[src/rtl/matmul_tile_sequencer.sv]
// Walks the m/n/k tile loops of a tiled GEMM and drives one systolic matmul kernel call per tile.
// Addresses come from running adders; edge-tile masks come from the latched remainders.
module matmul_tile_sequencer #(
   parameter int AWIDTH            = 10,
   parameter int ADDR_STRIDE_WIDTH = 8,
   parameter int MASK_WIDTH        = 32,
   parameter int TILE              = 32,
   parameter int CNT_W             = 4
) (
   input  logic                         clk,
   input  logic                         reset,
   input  logic                         start,
   input  logic [CNT_W-1:0]             num_tiles_m,
   input  logic [CNT_W-1:0]             num_tiles_n,
   input  logic [CNT_W-1:0]             num_tiles_k,
   input  logic [5:0]                   rem_m,
   input  logic [5:0]                   rem_n,
   input  logic [5:0]                   rem_k,
   input  logic [AWIDTH-1:0]            base_a,
   input  logic [AWIDTH-1:0]            base_b,
   input  logic [AWIDTH-1:0]            base_c,
   input  logic [ADDR_STRIDE_WIDTH-1:0] stride_a,
   input  logic [ADDR_STRIDE_WIDTH-1:0] stride_b,
   input  logic [ADDR_STRIDE_WIDTH-1:0] stride_c,
   output logic                         busy,
   output logic                         done,
   output logic                         start_mat_mul,
   output logic                         pe_reset,
   input  logic                         done_mat_mul,
   output logic [AWIDTH-1:0]            address_mat_a,
   output logic [AWIDTH-1:0]            address_mat_b,
   output logic [AWIDTH-1:0]            address_mat_c,
   output logic [ADDR_STRIDE_WIDTH-1:0] address_stride_a,
   output logic [ADDR_STRIDE_WIDTH-1:0] address_stride_b,
   output logic [ADDR_STRIDE_WIDTH-1:0] address_stride_c,
   output logic [MASK_WIDTH-1:0]        validity_mask_a_rows,
   output logic [MASK_WIDTH-1:0]        validity_mask_a_cols,
   output logic [MASK_WIDTH-1:0]        validity_mask_b_rows,
   output logic [MASK_WIDTH-1:0]        validity_mask_b_cols
);

   typedef enum logic [2:0] {IDLE, CLR, RUN, STEP, FIN} state_t;

   localparam logic [AWIDTH-1:0] TSTEP = AWIDTH'(TILE);
   localparam logic [CNT_W-1:0]  ONE   = CNT_W'(1);

   state_t            state;
   logic [CNT_W-1:0]  mt, nt, kt, mi, ni, ki;
   logic [CNT_W-1:0]  mi_n, ni_n, ki_n;
   logic [5:0]        rm, rn, rk;
   logic [AWIDTH-1:0] bb, a_row;
   logic              k_last, n_last, m_last;

   // A partial mask only applies to the last tile of a dimension with 0 < r < 32.
   function automatic logic [MASK_WIDTH-1:0] edge_mask(input logic last, input logic [5:0] r);
      logic [MASK_WIDTH-1:0] mk;
      for (int i = 0; i < MASK_WIDTH; i++)
         mk[i] = !(last && r != 6'd0 && r < 6'd32) || (i < int'(r));
      return mk;
   endfunction

   assign k_last = (ki == kt - ONE);
   assign n_last = (ni == nt - ONE);
   assign m_last = (mi == mt - ONE);

   always_comb begin
      ki_n = k_last ? '0 : ki + ONE;
      ni_n = ni;
      mi_n = mi;
      if (k_last) begin
         if (n_last) begin
            ni_n = '0;
            mi_n = mi + ONE;
         end else begin
            ni_n = ni + ONE;
         end
      end
   end

   always_ff @(posedge clk) begin
      if (reset) begin
         state                <= IDLE;
         busy                 <= 1'b0;
         done                 <= 1'b0;
         start_mat_mul        <= 1'b0;
         pe_reset             <= 1'b0;
         {mt, nt, kt, mi, ni, ki} <= '0;
         {rm, rn, rk}         <= '0;
         bb                   <= '0;
         a_row                <= '0;
         address_mat_a        <= '0;
         address_mat_b        <= '0;
         address_mat_c        <= '0;
         address_stride_a     <= '0;
         address_stride_b     <= '0;
         address_stride_c     <= '0;
         validity_mask_a_rows <= '0;
         validity_mask_a_cols <= '0;
         validity_mask_b_rows <= '0;
         validity_mask_b_cols <= '0;
      end else begin
         case (state)
            IDLE: begin
               // busy stays up through the done cycle, so a start there is ignored
               done <= 1'b0;
               busy <= 1'b0;
               if (start && !busy) begin
                  busy             <= 1'b1;
                  mt               <= num_tiles_m;
                  nt               <= num_tiles_n;
                  kt               <= num_tiles_k;
                  rm               <= rem_m;
                  rn               <= rem_n;
                  rk               <= rem_k;
                  {mi, ni, ki}     <= '0;
                  bb               <= base_b;
                  a_row            <= base_a;
                  address_mat_a    <= base_a;
                  address_mat_b    <= base_b;
                  address_mat_c    <= base_c;
                  address_stride_a <= stride_a;
                  address_stride_b <= stride_b;
                  address_stride_c <= stride_c;
                  validity_mask_a_rows <= edge_mask(num_tiles_m == ONE, rem_m);
                  validity_mask_a_cols <= edge_mask(num_tiles_k == ONE, rem_k);
                  validity_mask_b_rows <= edge_mask(num_tiles_k == ONE, rem_k);
                  validity_mask_b_cols <= edge_mask(num_tiles_n == ONE, rem_n);
                  if (num_tiles_m == '0 || num_tiles_n == '0 || num_tiles_k == '0) begin
                     state <= FIN;
                  end else begin
                     pe_reset <= 1'b1;
                     state    <= CLR;
                  end
               end
            end
            CLR: begin
               pe_reset      <= 1'b0;
               start_mat_mul <= 1'b1;
               state         <= RUN;
            end
            RUN: begin
               if (done_mat_mul) begin
                  start_mat_mul <= 1'b0;
                  state         <= STEP;
               end
            end
            STEP: begin
               ki <= ki_n;
               ni <= ni_n;
               mi <= mi_n;
               validity_mask_a_rows <= edge_mask(mi_n == mt - ONE, rm);
               validity_mask_a_cols <= edge_mask(ki_n == kt - ONE, rk);
               validity_mask_b_rows <= edge_mask(ki_n == kt - ONE, rk);
               validity_mask_b_cols <= edge_mask(ni_n == nt - ONE, rn);
               if (!k_last) begin
                  address_mat_a <= address_mat_a + TSTEP;
                  address_mat_b <= address_mat_b + TSTEP;
                  start_mat_mul <= 1'b1;
                  state         <= RUN;
               end else if (!n_last) begin
                  // B tiles of column n+1 follow directly after those of column n
                  address_mat_a <= a_row;
                  address_mat_b <= address_mat_b + TSTEP;
                  address_mat_c <= address_mat_c + TSTEP;
                  pe_reset      <= 1'b1;
                  state         <= CLR;
               end else if (!m_last) begin
                  address_mat_a <= address_mat_a + TSTEP;
                  a_row         <= address_mat_a + TSTEP;
                  address_mat_b <= bb;
                  address_mat_c <= address_mat_c + TSTEP;
                  pe_reset      <= 1'b1;
                  state         <= CLR;
               end else begin
                  state <= FIN;
               end
            end
            FIN: begin
               done  <= 1'b1;
               state <= IDLE;
            end
            default: state <= IDLE;
         endcase
      end
   end

endmodule
[config.mk]
export PLATFORM = sky130hd
export DESIGN_NAME = matmul_tile_sequencer
export DESIGN_NICKNAME = d
export VERILOG_FILES = /design/src/rtl/matmul_tile_sequencer.sv
export SDC_FILE = /design/constraint.sdc
export NUM_CORES = 1
export LEC_CHECK = 0
export ABC_AREA = 0
export ABC_CLOCK_PERIOD_IN_PS = 4100
export CORE_UTILIZATION = 50
export CTS_CLUSTER_DIAMETER = 120
export CTS_CLUSTER_SIZE = 25
export DETAILED_ROUTE_END_ITERATION = 6
export PLACE_DENSITY = 0.84
export SLEW_MARGIN = 10
export SYNTH_ARGS = -nofsm -noshare
export SYNTH_HDL_FRONTEND = slang
export SYNTH_SLANG_ARGS = --single-unit
[constraint.sdc]
create_clock -name clk -period 4.1 [get_ports clk]
set_input_delay 1.025 -clock clk [delete_from_list [all_inputs] [get_ports clk]]
set_output_delay 1.025 -clock clk [all_outputs]
set_load 0.005 [all_outputs]
# --- Yosys cells after proc, flatten, opt, wreduce, memory -nomap -nowiden ---
# Cells that the tools add are included.
classes:
  n_mux: 51
  reduce_logical: 236
  magnitude_cmp: 198
  n_eq_ne: 22
  addsub: 9
ops:
  columns: ["operator", "n"]
  rows:
  - ["5-bit by 6-bit less-than comparator with 1-bit output, first input constant", 96]
  - ["4-bit by 6-bit less-than comparator with 1-bit output, first input constant", 48]
  - ["1-bit logical OR", 194]
  - ["32-bit one-hot mux with 2 select lines", 3]
  - ["3-bit by 6-bit less-than comparator with 1-bit output, first input constant", 24]
  - ["10-bit two-way mux", 14]
  - ["32-bit two-way mux", 3]
  - ["10-bit one-hot mux with 2 select lines", 4]
  - ["1-bit by 6-bit less-than comparator with 1-bit output, first input constant", 12]
  - ["2-bit by 6-bit less-than comparator with 1-bit output, first input constant", 12]
  - ["6-bit less-than comparator, second input constant", 6]
  - ["6-bit nonzero test", 6]
  - ["10-bit by 6-bit adder with 10-bit output, second input constant", 3]
  - ["4-bit equality test", 6]
  - ["4-bit two-way mux", 6]
  - ["4-bit one-hot mux with 2 select lines", 3]
  - ["3-bit two-way mux", 6]
  - ["2-bit != test, second input constant", 7]
  - ["1-bit logical AND", 13]
  - ["4-bit by 1-bit adder with 4-bit output, second input constant", 3]
  - ["4-bit by 1-bit equality test with 1-bit output, second input constant", 3]
  - ["4-bit logical NOT", 3]
  - ["3-bit one-hot mux with 4 select lines", 1]
  - ["4-bit by 1-bit subtractor with 4-bit output, second input constant", 3]
  - ["other kinds (16)", 37]
word_totals:
  in_bits: 88
  reg_bits: 219
  elab_cells: 541
  out_inout_bits: 186

# --- Depth between registers and ports, before layout ---
# Gate-level depths: netlist (run 1).
logic_depth:
  word_depth: 10
  depth_mapped: 11

# --- Worst setup path before layout (run 1) ---
# OpenSTA, ideal clock, no wires.
synth_path:
  path_type: "reg-to-reg"
  from: "register kt[0]"
  to: "register validity_mask_b_cols[12]"
  setup_ns: 0.133
  period_less_slack_ns: 3.118
  t_required_ns: 3.967
  slack_ns: 0.982
  path_stages_with_launch: 12
  arrival_time_ns: 2.985
  path_buffers: 1
  cell_sequence: "dfxtp_1 > inv_1 > ha_1 > xnor2_1 > or3_1 > a211oi_2 > mux2i_1 > xnor2_1 > or4_4 > buf_4 > o31ai_2 > a211oi_1"
synth_between:
  elab_chain_len: 9
synth_rtl:
  columns: ["element", "line", "source"]
  rows:
  - ["start: declaration", "48", "logic [CNT_W-1:0] mt, nt, kt, mi, ni, ki;"]
  - ["start signal: assignment", "111", "kt <= num_tiles_k;"]
  - ["4-bit by 1-bit subtractor with 4-bit output", "62", "assign k_last = (ki == kt - ONE);"]
  - ["4-bit equality test", "62", null]
  - ["4-bit two-way mux", "70", "if (k_last) begin"]
  - ["4-bit equality test", "154", "validity_mask_b_cols <= edge_mask(ni_n == nt - ONE, rn);"]
  - ["1-bit logical AND (2 in a row)", "58", "mk[i] = !(last && r != 6'd0 && r < 6'd32) || (i < int'(r));"]
  - ["1-bit logical NOT", "58", null]
  - ["1-bit logical OR", "58", null]
  - ["32-bit one-hot mux with 2 select lines", "102", "case (state)"]
  - ["end signal: assignment", "127", "validity_mask_b_cols <= edge_mask(num_tiles_n == ONE, rem_n);"]
  - ["end signal: assignment", "154", null]
  - ["end: declaration", "39", "output logic [MASK_WIDTH-1:0] validity_mask_b_cols"]
# Every way passes these cells.
# A chain may end at the register's enable or synchronous reset.

# --- Worst setup path in the final report (run 1) ---
layout_path:
  from: "register kt[0]"
  to: "register validity_mask_b_cols[18]"
# Same word-level chain as after synthesis.

==> qor_table.md, run 1 <==
| Item | Value | Unit |
|:---|:---|:---|
| Total number of cells along the worst setup path | 10 | - |
| Via count | 12066 | - |
| Post-route total power | 6184 | uW |
| Clock sink total | 219 | - |
| Total half-perimeter wirelength after legalization and detailed placement | 25570 | um |
| Post-synthesis register bit count | 219 | - |
| Wire length on met3 | 3186 | um |
| Worst slew margin | 0.4596 | - |
| Reg2reg end | validity_mask_b_cols[18] | - |
| Iteration-0 DRC Markers | 1136 | - |
| Delay-heaviest family, CP | simple AND/OR/NAND/NOR gates | - |
| Leftover overflow at the end of global routing | 0 | - |
| Required time of the critical path | 4.46 | ns |
| Post-route cell area | 14440 | um^2 |
| Slew Viols, Final | 0 | - |
| Initial Util | 0.5163 | - |
| Residual DRC | 0 | - |
| R2R Path Start | kt[0] | - |
| Source-to-sink clock delay at the later pin of the worst-skew pair | 0.49 | ns |
| Cells along the critical path | inv_1 -> ha_1 -> xnor2_1 -> nor3_2 -> nand2_1 -> o31ai_1 -> a22oi_1 -> or4_4 -> a2111oi_4 -> a211oi_1 | - |
| Filler cell count in the final layout | 1908 | - |
| Share of cells above drive strength 1 | 0.05572 | - |
| Pin count of the biggest net entering global routing | 138 | - |
| Die Y | 153.0 | um |
| Cts-stage hold buffer count | 0 | - |
| Hold/Removal Path Class | reg -> reg | - |
| Number of global-route vias before repair | 11328 | - |
| Wl on met1 | 14970 | um |
| # setup viols final | 0 | - |
| Worst min-delay path endpoint | validity_mask_a_rows[22] | - |
| Path type of the worst setup path | reg -> reg | - |
| Met2 WL post-DR | 18220 | um |
| Number of clock buffers inserted by TritonCTS | 12 | - |
| Result of the run | finished clean | - |
| Gate count after technology mapping | 1523 | - |
| CTS root buffer | sky130_fd_sc_hd__clkbuf_16 | - |
| Max-capacitance violation count | 0 | - |
| Post-DRT Antenna Nets | 0 | - |
| Largest clock skew in the final design | 0.02352 | ns |
| Unrepaired setup endpoints after global routing | false | - |
| Unique masters post-synth | 82 | - |
| Uppermost routed layer | met4 | - |
| Pwr Density | 428.2 | nW/um^2 |
| Die boundary width | 153.0 | um |
| Peak supply drop | 304.1 | uV |
| Buf/Inv on CP | 1 | - |
| Total wire length | 37480 | um |
| Netlist Area Pre-Place | 11410 | um^2 |
| Mean Syn Cell Area | 7.489 | um^2 |
| Port bufs | 273 | - |
| Cell with the largest stage delay on the worst path | sky130_fd_sc_hd__or4_4 | - |
| Clock Path Buffers | 3 | - |
| CTS resizes | 0 | - |
| Final setup TNS | 0 | ns |
| Critical Path Sink Type | register | - |
| Layout overhead on the synthesized area | 26.62 | % |
| Cell depth of the worst min-delay path | 2 | - |
| Fraction of the yosys area taken by sequential cells | 0.3844 | - |
| Final weighted congestion in routability-driven placement | 0.9692 | - |
| Routed length per instance | 19.05 | um |
| Final min period | 3.606 | ns |
| Global-route wire length before repair | 60130 | um |
| Worst-path fanout max | 15 | - |
| Worst setup SP type | register | - |
| Inserted Diodes | 0 | - |
| Number of search-and-repair iterations in the first detailed-routing pass | 6 | - |
| Critical Path Max Stage Delay | 0.69 | ns |
| # Post-CTS Setup Buffers | 0 | - |
| Total nets after synthesis | 1620 | - |
| Post-synthesis async set-or-reset flop share | 0 | - |
| Critical Path Start | kt[0] | - |
| All-layer global routing usage | 0.3115 | - |
| Total of warnings raised by yosys | 0 | - |
| Area after DPL | 14110 | um^2 |
| Slack of the worst reg-to-reg path | 0.49 | ns |
| Per-cell via count in the routed design | 6.134 | - |
| Startpoint of the worst hold path | validity_mask_a_rows[22] | - |
| Multi-input gate area | 6230 | um^2 |
| Worst Path Arrival | 3.97 | ns |
| Cell depth of the worst flop-to-flop path | 10 | - |
| Total number of placement rows | 54 | - |
| Net count, final | 1784 | - |
| Count of flip-flops with a built-in enable after synthesis | 0 | - |
| Final critical-path share of the clock period | 0.8795 | - |
| Most common flop cell mapped by yosys | sky130_fd_sc_hd__dfxtp_1 | - |
| Fmax | 0.2773 | GHz |
| Number of top-level pins | 274 | - |
| TritonCTS clock tree | yes | - |
| Initial antenna violation count | 0 | - |
| Full die area | 23420 | um^2 |
| Core area | 22090 | um^2 |
| Standby leakage power | 0.005193 | uW |
| Worst slew pin tran | 0.8098 | ns |
| Final hold viol count | 0 | - |
| Count of H-tree levels built during CTS | 1 | - |
| Flip-flop and latch area | 4384 | um^2 |
| Clock-pin slew of the registers on the worst-case setup and hold paths | 0.10 | ns |
[logic make-up after synthesis]
kind of cell | synth area share
AO/OA/AOI/OAI | 0.2638
XOR/XNOR | 0.02567
adder cells (fa/ha/maj) | 0.009873
buffers and inverters | 0.07141
flip-flops | 0.3844
multiplexers | 0.008995
AND/OR/NAND/NOR | 0.2358
[cell usage after synthesis, types with 4 or more instances]
| cell | instances | area (um^2) |
|---|---|---|
| sky130_fd_sc_hd__buf_1 | 17 | 63.81 |
| sky130_fd_sc_hd__o211ai_1 | 13 | 97.59 |
| sky130_fd_sc_hd__dfxtp_1 | 219 | 4384 |
| sky130_fd_sc_hd__buf_4 | 33 | 247.7 |
| sky130_fd_sc_hd__a22oi_1 | 8 | 60.06 |
| sky130_fd_sc_hd__inv_1 | 24 | 90.09 |
| sky130_fd_sc_hd__a211oi_1 | 39 | 292.8 |
| sky130_fd_sc_hd__nor3_1 | 42 | 210.2 |
| sky130_fd_sc_hd__a31oi_1 | 17 | 106.4 |
| sky130_fd_sc_hd__nor2b_1 | 6 | 37.54 |
| sky130_fd_sc_hd__o21ai_0 | 89 | 445.4 |
| sky130_fd_sc_hd__xor2_1 | 12 | 105.1 |
| sky130_fd_sc_hd__o31ai_1 | 8 | 60.06 |
| sky130_fd_sc_hd__nand2b_1 | 7 | 43.79 |
| sky130_fd_sc_hd__nand3_1 | 44 | 220.2 |
| sky130_fd_sc_hd__and2_1 | 7 | 43.79 |
| sky130_fd_sc_hd__nor4_1 | 13 | 81.33 |
| sky130_fd_sc_hd__nand4_1 | 14 | 87.58 |
| sky130_fd_sc_hd__o21a_1 | 4 | 30.03 |
| sky130_fd_sc_hd__nor3_2 | 4 | 40.04 |
| sky130_fd_sc_hd__a21oi_1 | 184 | 920.9 |
| sky130_fd_sc_hd__o22ai_1 | 11 | 68.82 |
| sky130_fd_sc_hd__o211a_1 | 4 | 40.04 |
| sky130_fd_sc_hd__clkbuf_1 | 106 | 397.9 |
| sky130_fd_sc_hd__nand2_1 | 260 | 975.9 |
| sky130_fd_sc_hd__o311ai_0 | 4 | 35.03 |
| sky130_fd_sc_hd__nor2_1 | 145 | 544.3 |
| sky130_fd_sc_hd__a221oi_1 | 16 | 140.1 |
| sky130_fd_sc_hd__or3_1 | 9 | 56.30 |
| sky130_fd_sc_hd__ha_1 | 9 | 112.6 |
| sky130_fd_sc_hd__or2_2 | 12 | 75.07 |
| sky130_fd_sc_hd__mux2i_1 | 8 | 80.08 |
| sky130_fd_sc_hd__a21o_1 | 11 | 82.58 |
| sky130_fd_sc_hd__a311oi_1 | 19 | 166.4 |
| sky130_fd_sc_hd__a2111oi_0 | 5 | 43.79 |
| sky130_fd_sc_hd__xnor2_1 | 16 | 140.1 |
| sky130_fd_sc_hd__and3_1 | 13 | 81.33 |
[worst max path at each step]
stage,endpoint,slack [ns]
final,validity_mask_b_cols[18],0.49
after global routing,validity_mask_b_cols[18],0.29
after CTS,validity_mask_b_cols[18],0.55
after detailed placement,validity_mask_b_cols[1],0.51
after global placement,validity_mask_b_cols[1],0.56
after floorplan,validity_mask_b_cols[12],0.98
[state kept, by name, indices dropped and copies added (netlist names), 6 cells and up]
register,cells
a_row,10
address_mat_a,10
address_mat_b,10
address_mat_c,10
address_stride_a,8
address_stride_b,8
address_stride_c,8
bb,10
rk,6
rm,6
rn,6
validity_mask_a_rows,32
validity_mask_b_cols,32
validity_mask_b_rows,32
[power by group]
part	switching (uW)	internal [uW]	leakage [uW]	total, uW
registers	314	2460	0.00181	2770
clock network	708	574	0.000164	1280
logic	1060	1070	0.00322	2130
total	2080	4100	0.00519	6180
[metrics by stage]
stage	std cells	setup slack, ns	utilization	hold slack [ns]
floorplan	1523	0.9815	-	0.4332
global placement	1953	0.5646	0.6385	0.4405
detailed placement	1953	0.5114	0.6385	0.4387
CTS	1967	0.5453	0.6536	0.4540
global route	1967	0.2931	0.6537	0.4792
finish	1967	0.4941	0.6537	0.4535
[cells in the final DEF, fill, tap and decap left out, types with 9 or more instances in the layout]
cell / count
sky130_fd_sc_hd__buf_4: 32
sky130_fd_sc_hd__a21o_1: 11
sky130_fd_sc_hd__nand4_1: 14
sky130_fd_sc_hd__ha_1: 9
sky130_fd_sc_hd__o22ai_1: 11
sky130_fd_sc_hd__a221oi_1: 16
sky130_fd_sc_hd__nor3_1: 42
sky130_fd_sc_hd__or2_2: 12
sky130_fd_sc_hd__xnor2_1: 16
sky130_fd_sc_hd__or3_1: 9
sky130_fd_sc_hd__inv_1: 24
sky130_fd_sc_hd__clkbuf_16: 13
sky130_fd_sc_hd__nor4_1: 12
sky130_fd_sc_hd__o21ai_0: 89
sky130_fd_sc_hd__and3_1: 13
sky130_fd_sc_hd__nand2_1: 258
sky130_fd_sc_hd__a311oi_1: 19
sky130_fd_sc_hd__a211oi_1: 39
sky130_fd_sc_hd__nand3_1: 44
sky130_fd_sc_hd__a31oi_1: 17
sky130_fd_sc_hd__o211ai_1: 13
sky130_fd_sc_hd__dfxtp_1: 219
sky130_fd_sc_hd__a21oi_1: 184
sky130_fd_sc_hd__xor2_1: 12
sky130_fd_sc_hd__clkdlybuf4s50_1: 272
sky130_fd_sc_hd__nor2_1: 143
[metal layers]
layer	vias up	GRT usage
met1	5642	0.3931
met3	92	0.04933
li1	5718	-
met2	614	0.5403
met4	0	0.1025
met5	-	0
[worst min-delay path, cell delays in order, from the launching register on]
cell	delay, ns
sky130_fd_sc_hd__dfxtp_1	0.32
sky130_fd_sc_hd__nand2_1	0.05
sky130_fd_sc_hd__nand2_1	0.04
[cell type report]
class                      count  area share
clock inverter                 1   0.0006064
clock buffer                  13     0.02252
multi-input combinational   1121      0.4313
timing repair buffer         309      0.2115
tap                          280     0.02426
sequential                   219      0.3036
inverter                      24    0.006238
Power figures use the tool's default switching activity.
==> run 2: changes to the inputs <==
ABC_CLOCK_PERIOD_IN_PS = not set   (was 4100)
==> results of run 2 <==
Same layout as run 1: the final DEF is identical, and so are final timing and power.
==> run 3: changes to the inputs <==
clock period = 3.53 ns   (was 4.1 ns; I/O delays follow)
==> run 3 against run 2 <==
Net effect: register-to-register slack lost 0.31 ns; final area grew 0.89%; sequential cell count is the same; wire length shrank 1.4%; sequential share of layout area shrank 0.27 points; utilization grew 0.58 points; die area is the same; final cell count grew 0.92%; combinational power grew 17%; global-route usage shrank 1.0 points; maximum frequency grew 7.6%; clock skew shrank 0.0040 ns; critical path type unchanged; critical endpoint unchanged; largest cell class unchanged; highest routed layer unchanged.
==> qor_table.md, run 3 (synthesized netlist as in run 1, its figures left out) <==
| Item | Value | Unit | Delta |
|:---|:---|:---|:---|
| Total half-perimeter wirelength after legalization and detailed placement | 25790 | um | +0.87% |
| Cells along the critical path | inv_1 -> ha_1 -> xnor2_1 -> or3_1 -> nor2_2 -> a21oi_1 -> o31a_1 -> or4_4 -> a2111oi_4 -> a211oi_1 | - |  |
| Worst setup SP type | register | - |  |
| Cell with the largest stage delay on the worst path | sky130_fd_sc_hd__or4_4 | - |  |
| Wl on met1 | 14800 | um | -1.1% |
| Final weighted congestion in routability-driven placement | 0.9856 | - | +1.7% |
| Commonest cells after routing, fill and taps aside | sky130_fd_sc_hd__clkdlybuf4s50_1, sky130_fd_sc_hd__nand2_1, sky130_fd_sc_hd__dfxtp_1 | - |  |
| Clock Path Buffers | 3 | - | unchanged |
| Final critical-path share of the clock period | 0.9490 | - | +0.06951 |
| Leftover overflow at the end of global routing | 0 | - | unchanged |
| Full die area | 23420 | um^2 | unchanged |
| Number of search-and-repair iterations in the first detailed-routing pass | 7 | - | +1 |
| Critical Path Sink Type | register | - |  |
| Net count, final | 1802 | - | +1.0% |
| Uppermost routed layer | met4 | - |  |
| Result of the run | finished clean | - |  |
| Residual DRC | 0 | - | unchanged |
| Routed length per instance | 18.61 | um | -2.3% |
| Die boundary width | 153.0 | um | unchanged |
| Post-DRT Antenna Nets | 0 | - | unchanged |
| Leading cell type in the layout, fill and taps excluded | sky130_fd_sc_hd__clkdlybuf4s50_1 | - |  |
| # setup viols final | 0 | - | unchanged |
| Worst slew pin tran | 0.7624 | ns | -0.04739 ns |
| Fmax | 0.2985 | GHz | +7.6% |
| Number of clock buffers inserted by TritonCTS | 12 | - | unchanged |
| Worst-path fanout max | 11 | - | -4 |
| Layout overhead on the synthesized area | 27.75 | % |  |
| Met2 WL post-DR | 17890 | um | -1.8% |
| Clock-pin slew of the registers on the worst-case setup and hold paths | 0.10 | ns | about the same |
| Per-cell via count in the routed design | 6.164 | - | +0.49% |
| Number of top-level pins | 274 | - | unchanged |
| Unrepaired setup endpoints after global routing | false | - |  |
| Critical Path Max Stage Delay | 0.64 | ns | -0.05 ns |
| Post-route total power | 7191 | uW | +16% |
| Die Y | 153.0 | um | unchanged |
| Final core utilization | 0.6595 | - | +0.005833 |
| Largest clock skew in the final design | 0.01950 | ns | -0.004025 ns |
| Filler cell count in the final layout | 1891 | - | -0.89% |
| Share of cells above drive strength 1 | 0.06569 | - | +0.009969 |
| Total number of placement rows | 54 | - | unchanged |
| Max-capacitance violation count | 0 | - | unchanged |
| Biggest regs | validity_mask_a_rows x32, validity_mask_b_cols x32, validity_mask_b_rows x32 | - |  |
| Standby leakage power | 0.005285 | uW | +1.8% |
| Initial Util | 0.5163 | - | unchanged |
| Total wire length | 36940 | um | -1.4% |
| Hold/Removal Path Class | reg -> reg | - |  |
| Path type of the worst setup path | reg -> reg | - |  |
| Slew Viols, Final | 0 | - | unchanged |
| Inserted Diodes | 0 | - | unchanged |
| Count of H-tree levels built during CTS | 1 | - | unchanged |
| Number of global-route vias before repair | 11475 | - | +1.3% |
| Buf/Inv on CP | 1 | - | unchanged |
| Pin count of the biggest net entering global routing | 78 | - | -43% |
| Clock sink total | 219 | - | unchanged |
| TritonCTS clock tree | yes | - |  |
| Final hold viol count | 0 | - | unchanged |
| Initial antenna violation count | 0 | - | unchanged |
| Delay-heaviest family, CP | simple AND/OR/NAND/NOR gates | - |  |
| Peak supply drop | 364.0 | uV | +20% |
| Source-to-sink clock delay at the later pin of the worst-skew pair | 0.48 | ns | about the same |
| Worst Path Arrival | 3.70 | ns | -0.27 ns |
| All-layer global routing usage | 0.3011 | - | -0.01045 |
| Pwr Density | 493.5 | nW/um^2 | +15% |
| Port bufs | 273 | - | unchanged |
| Via count | 12236 | - | +1.4% |
| Worst slew margin | 0.4853 | - | +0.02572 |
| Core area | 22090 | um^2 | unchanged |
| Iteration-0 DRC Markers | 1052 | - | -7.4% |
| Final min period | 3.350 | ns | -0.2559 ns |
| CTS root buffer | sky130_fd_sc_hd__clkbuf_16 | - |  |
| Global-route wire length before repair | 58530 | um | -2.7% |
| Final setup TNS | 0 | ns | unchanged |
| Wire length on met3 | 3041 | um | -4.6% |
| Required time of the critical path | 3.88 | ns | -0.58 ns |
==> run 3: changes by cell type in the layout (fill, tap and decap cells not counted), sizes merged <==
cell,change
buf,+18
==> run 3: stage by stage <==
stage | setup slack (ns) | area, um^2 | hold slack, ns | cells
2_1_floorplan | 0.4115 | 11410 | 0.4332 | 1523
3_3_place_gp | 0.2140 | 14220 | 0.4318 | 1970
3_5_place_dp | 0.1690 | 14220 | 0.4309 | 1970
4_1_cts | 0.1623 | 14560 | 0.4477 | 1984
5_1_grt | 0.02380 | 14570 | 0.4786 | 1985
6_report | 0.1800 | 14570 | 0.4448 | 1985
==> run 3: what timing repair did <==
action | 4_1_cts | 5_1_grt
resized for setup | 0 | 2
hold buffers | 0 | 0
endpoints found under the setup margin | 0 | 11
setup buffers | 0 | 1
==> run 3: layer usage <==
layer / track usage / vias up
li1: - / 5731
met1: 0.3774 / 5755
met2: 0.5192 / 661
met3: 0.04395 / 89
met4: 0.1183 / 0
met5: 0 / -
==> run 3: final timing paths <==
path | startpoint | to | slack [ns] | cells past startpoint
worst max-delay path | kt[0] | validity_mask_b_cols[18] | 0.18 | 10
worst min-delay path | validity_mask_a_rows[30] | validity_mask_a_rows[30] | 0.44 | 2
worst max register to register | kt[0] | validity_mask_b_cols[18] | 0.18 | 10
worst min register to register | validity_mask_a_rows[30] | validity_mask_a_rows[30] | 0.44 | 2
==> run 3: cell type report <==
class	instances	area (um^2)	share of cell area
Tap cell	280	350.3	0.02404
Multi-Input combinational cell	1121	6236	0.4280
Timing Repair Buffer	327	3177	0.2180
Clock inverter	1	8.758	0.0006011
Sequential cell	219	4384	0.3009
Inverter	24	90.09	0.006182
Clock buffer	13	325.3	0.02233
==> run 3: power by group <==
group | switching [uW] | leakage [uW] | internal [uW] | total [uW]
clock network | 831 | 0.000164 | 667 | 1500
registers | 338 | 0.00181 | 2850 | 3190
logic | 1240 | 0.00331 | 1260 | 2500
total | 2410 | 0.00529 | 4780 | 7190
==> run 3: tightest hold or removal path: stages, from the launching register on <==
cell and delay, ns:
sky130_fd_sc_hd__dfxtp_1 0.32, sky130_fd_sc_hd__nand2_1 0.05, sky130_fd_sc_hd__nand2_1 0.04
